[src/rtl/alu_issue_arbiter.sv]
// alu_issue_arbiter: round-robin share of one ALU between two requesters.
// Optional divide-by-zero trap enabled by defining ALU_DIVZERO_TRAP_EN.
module alu_issue_arbiter #(
  parameter int MUL_CYCLES = 2,
  parameter int DIV_CYCLES = 4
) (
  input  logic        clk,
  input  logic        rst_n,
  input  logic [1:0]  req_valid,
  output logic [1:0]  req_ready,
  input  logic [5:0]  req_op,
  input  logic [63:0] req_a,
  input  logic [63:0] req_b,
  output logic [1:0]  rsp_valid,
  input  logic [1:0]  rsp_ready,
  output logic [31:0] rsp_result,
  output logic [3:0]  rsp_flags,
  output logic        rsp_err,
  output logic [31:0] alu_a,
  output logic [31:0] alu_b,
  output logic [2:0]  alu_op,
  input  logic [31:0] alu_result,
  input  logic        alu_v,
  input  logic        alu_c,
  input  logic        alu_z,
  input  logic        alu_s
);

  localparam int MAXC = (MUL_CYCLES > DIV_CYCLES) ?
                        MUL_CYCLES : DIV_CYCLES;
  localparam int CW = (MAXC > 1) ? $clog2(MAXC) : 1;

  localparam logic [1:0] IDLE = 2'd0;
  localparam logic [1:0] EXEC = 2'd1;
  localparam logic [1:0] RESP = 2'd2;

  logic [1:0]    state;
  logic          rr;
  logic          port;
  logic [2:0]    op_q;
  logic [31:0]   a_q;
  logic [31:0]   b_q;
  logic [CW-1:0] cnt;
  logic [31:0]   result_q;
  logic [3:0]    flags_q;

  logic          any_req;
  logic          grant;
  logic          accept;
  logic [2:0]    sel_op;
  logic [31:0]   sel_a;
  logic [31:0]   sel_b;
  logic [CW-1:0] lat_m1;
  logic          trap;

  assign any_req = |req_valid;
  assign grant   = (req_valid == 2'b11) ? rr : req_valid[1];
  assign accept  = (state == IDLE) && any_req;
  assign sel_op  = grant ? req_op[5:3]  : req_op[2:0];
  assign sel_a   = grant ? req_a[63:32] : req_a[31:0];
  assign sel_b   = grant ? req_b[63:32] : req_b[31:0];

  assign req_ready = accept ? (grant ? 2'b10 : 2'b01) : 2'b00;

  assign rsp_valid = (state == RESP) ?
                     (port ? 2'b10 : 2'b01) : 2'b00;
  assign rsp_result = result_q;
  assign rsp_flags  = flags_q;

  assign alu_a  = a_q;
  assign alu_b  = b_q;
  assign alu_op = op_q;

`ifdef ALU_DIVZERO_TRAP_EN
  logic err_q;

  assign trap = ((sel_op == 3'd3) || (sel_op == 3'd7)) &&
                (sel_b == 32'd0);
  assign rsp_err = err_q;
`else
  assign trap    = 1'b0;
  assign rsp_err = 1'b0;
`endif

  // Decode remaining hold cycles for the granted opcode
  always_comb begin
    lat_m1 = '0;
    unique case (1'b1)
      (sel_op == 3'd2):
        lat_m1 = CW'(MUL_CYCLES - 1);
      (sel_op == 3'd3) || (sel_op == 3'd7):
        lat_m1 = CW'(DIV_CYCLES - 1);
      default:
        lat_m1 = '0;
    endcase
  end

  // Issue FSM: grant, hold operands, capture, hand back response
  always_ff @(posedge clk or negedge rst_n) begin
    if (!rst_n) begin
      state    <= IDLE;
      rr       <= 1'b0;
      port     <= 1'b0;
      op_q     <= '0;
      a_q      <= '0;
      b_q      <= '0;
      cnt      <= '0;
      result_q <= '0;
      flags_q  <= '0;
    end else begin
      case (state)
        IDLE: begin
          if (accept) begin
            port <= grant;
            rr   <= ~grant;
            if (trap) begin
              result_q <= '0;
              flags_q  <= 4'b0010;
              state    <= RESP;
            end else begin
              op_q  <= sel_op;
              a_q   <= sel_a;
              b_q   <= sel_b;
              cnt   <= lat_m1;
              state <= EXEC;
            end
          end
        end
        EXEC: begin
          if (cnt != '0) begin
            cnt <= cnt - 1'b1;
          end else begin
            result_q <= alu_result;
            flags_q  <= {alu_v, alu_c, alu_z, alu_s};
            state    <= RESP;
          end
        end
        RESP: begin
          if (rsp_ready[port]) state <= IDLE;
        end
        default: state <= IDLE;
      endcase
    end
  end

`ifdef ALU_DIVZERO_TRAP_EN
  // Trap flag follows whichever response was last produced
  always_ff @(posedge clk or negedge rst_n) begin
    if (!rst_n) begin
      err_q <= 1'b0;
    end else if (accept && trap) begin
      err_q <= 1'b1;
    end else if ((state == EXEC) && (cnt == '0)) begin
      err_q <= 1'b0;
    end
  end
`endif

endmodule

[config.mk]
export PLATFORM = sky130hd
export DESIGN_NAME = alu_issue_arbiter
export DESIGN_NICKNAME = d
export VERILOG_FILES = /design/src/rtl/alu_issue_arbiter.sv
export SDC_FILE = /design/constraint.sdc
export NUM_CORES = 1
export LEC_CHECK = 0
export ABC_AREA = 0
export CAP_MARGIN = 10
export CORE_UTILIZATION = 41
export DETAILED_ROUTE_END_ITERATION = 10
export GPL_TIMING_DRIVEN = 0
export HOLD_SLACK_MARGIN = 0.15
export MAX_ROUTING_LAYER = met4
export PLACE_DENSITY = 0.88
export SLEW_MARGIN = 20
export SYNTH_ARGS = -nofsm -noshare
export SYNTH_HDL_FRONTEND = slang
export SYNTH_SLANG_ARGS = --single-unit
[constraint.sdc]
create_clock -name clk -period 2.2 [get_ports clk]
set_input_delay 0.22 -clock clk [delete_from_list [all_inputs] [get_ports clk]]
set_output_delay 0.22 -clock clk [all_outputs]
set_load 0.01 [all_outputs]
Word level (Yosys, flattened, before mapping):

Index checks and enable logic that the tools add are counted.
W data, S select, Z words.

* add/sub/neg operators: 1
* magnitude comparators: 1
* equal/unequal tests: 10
* muxes and demuxes: 18
* bitwise gates (word level): 2
* reduce and logical (&&, ||, !) cells: 10

Operators with widths (number)
* $mux W32: 2
* $mux W2: 9
* $pmux W2 S2: 2
* $eq A3 B2 Y1 const B: 2
* $ne A2 B2 Y1 const B: 3
* $pmux W2 S3: 1
* $reduce_and A3 Y1: 2
* $eq A2 B2 Y1 const B: 2
* $reduce_and A2 Y1: 2
* $reduce_bool A2 Y1: 2
* $eq A3 B3 Y1 const B: 1
* $mux W1: 3
* $mux W3: 1
* $eq A2 B1 Y1 const B: 1
* $logic_not A2 Y1: 1
* $lt A1 B2 Y1 const B: 1
* $ne A2 B1 Y1 const B: 1
* $not A1 Y1: 2
* $reduce_or A2 Y1: 1
* $sub A2 B1 Y2 const B: 1
* $logic_and A1 B1 Y1: 1
* $logic_or A1 B1 Y1: 1

* bits in registers: 109
* input port bits: 176
* word-level logic and storage cells: 51

Depth between registers and ports, before layout:

* word-level depth: 8
* depth in mapped cells: 7
* gate-level depth less buffers: 6

Least setup slack after synthesis:

Ideal clock, no wire load.

* path kind: register -> output
* start: register state[0]
* end: output req_ready[0]
* arrival: 1.261 ns
* required time: 1.980 ns
* setup slack: 0.719 ns
* cell stages (with the launch flop): 5
* cell sequence: dfrtp_1 > or3_4 > buf_6 > buf_6 > nor2b_1

* word-level cells in the longest chain between the ends: 3

RTL lines
* start: declaration: RTL line 37 `logic [1:0] state;`
* start signal: assignment: RTL line 101 `state <= IDLE;`
* start signal: assignment: RTL line 119 `state <= RESP;`
* start signal: assignment: RTL line 125 `state <= EXEC;`
* $logic_not A2 Y1: RTL line 58 `assign accept = (state == IDLE) && any_req;`
* $logic_and A1 B1 Y1: RTL line 58
* $mux W2: RTL line 63 `assign req_ready = accept ? (grant ? 2'b10 : 2'b01) : 2'b00;`
* end: declaration: RTL line 10 `output logic [1:0] req_ready,`

Every way passes these cells.

Final worst setup path:

* start: register state[1]
* end: output req_ready[0]

Same word-level chain as after synthesis.

==> results.py <==
metrics = {
    "clock_tree": {
        "clkSlewWorstSetupHoldPaths_ns": 0.07,
        "clock_sinks": 109,
        "numCtsBuffers": 9,
        "clk_path_buf_depth": 2,
        "h-tree-depth": 3,
        "clk_latency_ns": 0.34,
        "cts-root-buf": "clkbuf_16",
        "postCtsSetupBuffers": 0,
        "cts_tree": "built",
    },
    "yosys": {
        "yosys.cell_types.count": 29,
        "synthArstFlopShare_pct": 100,
        "ys_seq_area_share_pct": 56.5,
        "synth.area.top_cells": "dfrtp_1 (57%), mux2i_1 (14%), mux2_2 (8.2%), o21ai_0 (6.5%), nand2_1 (5.2%)",
        "syn_area_mm2": 0.00483,
        "synth_seq_cells": 109,
        "synth_top_area_share_pct": 56.5,
        "yosysTopAreaCell": "dfrtp_1",
        "synthFlopType": "dfrtp_1",
        "synth-edff-count": 0,
        "synth.avg_cell_area_um2": 11.7,
        "yosys_warnings": 0,
        "synth.net_count": 590,
        "synth_cells": 413,
    },
    "floorplanning": {
        "fp.dieW_um": 111,
        "die-area_mm2": 0.0122,
        "start_util_pct": 42.1,
        "io_pins": 284,
        "rows": 39,
        "core-area_mm2": 0.0115,
        "die_h_um": 111,
    },
    "sta": {
        "setup_violations": 0,
        "clock_skew_ns": 0.00607,
        "fmax_mhz": 491,
        "fin_setup_tns_ns": 0,
        "finalHoldViolations": 0,
        "slew_violations": 0,
        "post-route-min-period_ns": 2.04,
        "period_share_pct": 92.6,
        "rsz0062_at_grt": "false",
    },
    "global_routing": {
        "grt_max_degree": 73,
        "antenna_found_initial": 0,
        "grt_pass1_vias": 4686,
        "grt-ovfl-total": 0,
        "grt_pass1_wl_mm": 23.7,
        "grtUsageTotal_pct": 25.2,
    },
    "finish": {
        "layout.nets": 885,
        "drive_gt1_share_pct": 11.1,
        "n_antenna_cell": 0,
        "area_growth_syn_to_layout_pct": 68.4,
        "final_common_cell": "clkdlybuf4s50_1",
        "final_cell_mix": "clkdlybuf4s50_1 (279), dfrtp_1 (108), mux2i_1 (67), nand2_1 (67), o21ai_0 (63)",
        "utilization_pct": 70.9,
    },
    "route": {
        "drtIter0Drc": 203,
        "wl_per_cell_um": 16.9,
        "via_count": 4274,
        "routed_wirelength_mm": 14.5,
        "drtAntennaViolNets": 0,
        "vias_per_cell": 5.00,
        "drcViolationCount": 0,
        "drtPass1Iterations": 4,
    },
    "flow_run": {
        "maxCapViolCount": 0,
    },
    "setup_path": {
        "r2r-start": "rr",
        "start_kind": "flop",
        "end_kind": "output port",
        "cp_data_required_time_ns": 1.98,
        "crit_type": "flop to output port",
        "cp_max_fo": 10,
        "r2r-end": "cnt[0]",
        "r2r_cells": 5,
        "critPathArrivalTime_ns": 1.82,
        "r2r_slack_ns": 0.62,
    },
    "pwr": {
        "powerDensity_mw_per_mm2": 1270,
        "vdd_ir_drop_max_uv": 745,
        "switching_share_pct": 34.0,
        "seqPwrFrac_pct": 34.8,
        "pwr-share-comb_pct": 50.5,
        "cellLeakagePower_nw": 3.64,
        "p_switching_mw": 3.50,
        "power.internal_mw": 6.79,
        "p_clk_share_pct": 14.7,
    },
    "placed_design": {
        "port_buffers": 282,
        "dpl.hpwl_mm": 11.4,
        "gp_congestion": 0.821,
    },
    "outcome": {
        "status": "complete, no violations",
    },
    "hold_path": {
        "hold_class": "primary input to asynchronous set/reset pin",
    },
}
## area by class of cell
class | count | area [µm²]
plain buffers | 27 | 186
clock buffers | 13 | 260
clock inverters | 1 | 7.51
fillers | 818 | 3340
inverters | 7 | 26.3
multi-input cells | 270 | 1890
flip-flops and latches | 109 | 2730
well taps | 143 | 179
repair buffers | 284 | 2850
## cell usage after synthesis (all sizes together) (2+ instances only)
master and number:
dfrtp 109, o21ai 72, nand2 68, mux2i 67
mux2 39, buf 21, inv 7, clkbuf 6
nor2 6, a21oi 5, a21o 2, nor3 2
## critical path, stage by stage, from the launching register on
cell,delay [ns]
dfrtp_1,0.43
or3_4,0.45
buf_6,0.16
buf_6,0.15
nor2b_1,0.14
clkbuf_2,0.15
## through the flow
stage / instances / setup slack (ns) / hold slack (ns) / total power, mW / cell area (µm²)
after floorplan: 413 / 0.719 / -0.0756 / 5.91 / 4830
after global placement: 838 / -3.08 / 0.462 / 8.62 / 7830
after detailed placement: 839 / -0.186 / 0.140 / 8.87 / 7860
after CTS: 854 / 0.0204 / 0.355 / 10.4 / 8130
after global routing: 854 / 0.0585 / 0.389 / 10.9 / 8130
final: 854 / 0.164 / 0.348 / 10.3 / 8130
## per-layer routing
layer | global-route usage [%] | vias to the layer above | part of all wire, %
li1 | - | 2001 | -
met1 | 26.5 | 2044 | 37
met2 | 45.2 | 194 | 53
met3 | 5.76 | 35 | 6.3
met4 | 10.2 | 0 | 3.1
met5 | - | - | 0
## repair_timing
| item | CTS | global route |
|---|---|---|
| gates resized for setup | 3 | 4 |
| hold buffers | 1 | 0 |
| setup endpoints to repair | 2 | 2 |
| hold endpoints to repair | 37 | 0 |
## worst max path at each step
stage	start	to	slack, ns	cells past startpoint
2_1_floorplan	state[0]	req_ready[0]	0.72	4
3_3_place_gp	rst_n	alu_b[10]	-3.08	1
3_5_place_dp	req_valid[1]	req_ready[0]	-0.19	7
4_1_cts	state[1]	req_ready[0]	0.02	5
5_1_grt	state[1]	req_ready[0]	0.06	5
6_report	state[1]	req_ready[0]	0.16	5
## kinds of logic after synthesis
group	Yosys count	synth area share (%)
flops	109	56.5
mux	106	23.0
compound gates	81	8.71
simple gates	81	7.05
buf+inv	34	4.41
fa+ha+maj	1	0.259
other cells	1	0.0777
## state kept, by name (all words and copies together) (netlist names)
signal	flops
alu_a	32
rsp_result	32
rr	1
alu_op	3
rsp_flags	4
cnt	2
port	1
state	2
alu_b	32
## power by group through the flow
| stage | Combinational [mW] | Sequential (mW) | Clock [mW] |
|---|---|---|---|
| floorplan | 1.92 | 3.99 | 0 |
| global placement | 5.09 | 3.53 | 0 |
| detailed placement | 5.26 | 3.61 | 0 |
| CTS | 5.27 | 3.58 | 1.54 |
| global route | 5.58 | 3.71 | 1.64 |
| finish | 5.20 | 3.58 | 1.51 |
(Power assumes the default switching activity.)
==> RTL edit (config.mk and constraints unchanged) <==
Add a define of `ALU_DIVZERO_TRAP_EN`.
--- a/src/rtl/alu_issue_arbiter.sv
+++ b/src/rtl/alu_issue_arbiter.sv
@@ -1,5 +1,7 @@
 // alu_issue_arbiter: round-robin share of one ALU between two requesters.
 // Optional divide-by-zero trap enabled by defining ALU_DIVZERO_TRAP_EN.
+`define ALU_DIVZERO_TRAP_EN
+
 module alu_issue_arbiter #(
   parameter int MUL_CYCLES = 2,
   parameter int DIV_CYCLES = 4
Formal check against the unedited RTL: not equivalent (a bounded check fails within 4 cycles, from zero or initial values and one cycle with rst_n low).
==> RTL edit against the original RTL <==
The run now ends with setup timing left. Routed wire length rose by 34%. Worst setup slack got worse by 0.23 ns. Sequential cell count rose by 1. Final area rose by 7.2%. Die area rose by 3.8%. Clock power rose by 11%. Register-to-register slack got worse by 0.68 ns. First-iteration DRC count rose by 110%. Combinational power rose by 8.3%. Count of clock-buffer cells in the layout fell by 3. Clock skew rose by 0.0062 ns. Power rose by 5.5%. Area after synthesis rose by 3.9%. Critical path type is now in2reg. Critical endpoint is now rsp_result[3]. Largest power group unchanged.
==> RTL edit: results (changes against the original RTL) <==
- Run status: finished with violations (was finished clean)
- Failing checks: setup timing
- Final Setup Violations: 20 (was 0)
- Leakage: 3.66 nW (was 3.64 nW)
- M1 WL: 7430 um (was 5400 um)
- Synth area leaders: dfrtp_1 55%, nand2_1 10%, a31oi_1 8.5% (was dfrtp_1 57%, mux2i_1 14%, mux2_2 8.2%)
- Yosys cell types: 34 (was 29)
- DRT Pass-1 Iters: 6 (was 4)
- Critical path arrival: 2.51 ns (was 1.82 ns)
- Fin nets: 1016 (was 885)
- Resized cells post-CTS: 78 (was 3)
- Total clock sinks: 110 (was 109)
- ClkCell Share: 3.42% (was 3.29%)
- HP Class: in2reg (was in2async)
- Crit path kind: in2reg (was reg2out)
- GRT Overall Usage: 31.8% (was 25.2%)
- Met2 Track Usage GR: 54.6% (was 45.2%)
- DR WL met2: 9800 um (was 7720 um)
- Clkbuf count: 10 (was 13)
- I/O Buffers: 283 (was 282)
- Utilization after layout: 72.8% (was 70.9%)
- Initial antenna violation count: 1 (was 0)
- Dpl hpwl: 14100 um (was 11400 um)
- Worst-case reg-to-reg path depth: 9 (was 5)
- Non-clock buffer count in the final layout: 340 (was 311)
- # Post-CTS Setup Buffers: 11 (was 0)
- Post-synth top cells: 139 x nand2_1, 110 x dfrtp_1, 68 x a21oi_1, 68 x a31oi_1, 37 x clkbuf_1 (was 109 x dfrtp_1, 67 x mux2i_1, 67 x nand2_1, 63 x o21ai_0, 35 x mux2_2)
- GR Layer Usage met1: 36.7% (was 26.5%)
- Sequential element share of the synthesized area: 54.9% (was 56.5%)
- Fin worst setup slack: -0.0691 ns (was 0.164 ns)
- First-pass GRT wire length: 30400 um (was 23700 um)
- TNS Setup: -0.801 ns (was 0 ns)
- Share of cells above drive strength 1: 9.73% (was 11.1%)
- Seq area share: 31.6% (was 33.6%)
- Crit path from: req_b[59] (was state[1])
- Fill cells: 848 (was 818)
- CP max stage delay: 0.51 ns (was 0.45 ns)
- Multi-input gates: 373 (was 270)
- Vias in the first global route: 5753 (was 4686)
- Largest net degree at the start of global routing: 59 (was 73)
- Non-Filler Instances: 991 (was 854)
- Delay-heaviest family, CP: compound AO/OA/AOI/OAI gates (was simple AND/OR/NAND/NOR gates)
- Signal inverters: 5 (was 7)
- Detailed Route Iter0 Violations: 426 (was 203)
- R2R setup slack: -0.06 ns (was 0.62 ns)
- Dpl cells: 964 (was 839)
- Met3 GRT Util: 5.89% (was 5.76%)
[RTL edit: cell count changes in the layout (fill, tap and decap cells not counted), sizes merged, moves of 36 or more]
cell	delta
a21oi	+63
a22o	+36
a31oi	+68
mux2	-37
mux2i	-66
nand2	+71
o21ai	-70
[RTL edit: logic make-up after synthesis]
family	synth area share [%]
compound gates	24.2
fa+ha+maj	0.249
buf+inv	4.82
flops	54.9
mux	0.649
simple gates	15.2
[RTL edit: how the worst min path moves through the flow]
stage          startpoint        endpoint  slack, ns
6_report        req_b[28]       alu_b[28]       0.24
5_1_grt         req_b[28]       alu_b[28]       0.26
4_1_cts         req_b[28]       alu_b[28]       0.21
3_5_place_dp        rst_n  rsp_result[14]       0.20
3_3_place_gp      rsp_err         rsp_err       0.47
2_1_floorplan       rst_n        alu_a[0]      -0.08
[RTL edit: power breakdown]
part           total, mW  internal (mW)  switching [mW]
clock network       1.68          0.911           0.773
registers           3.54           2.98           0.564
logic               5.63           3.06            2.57
total               10.9           6.95            3.91
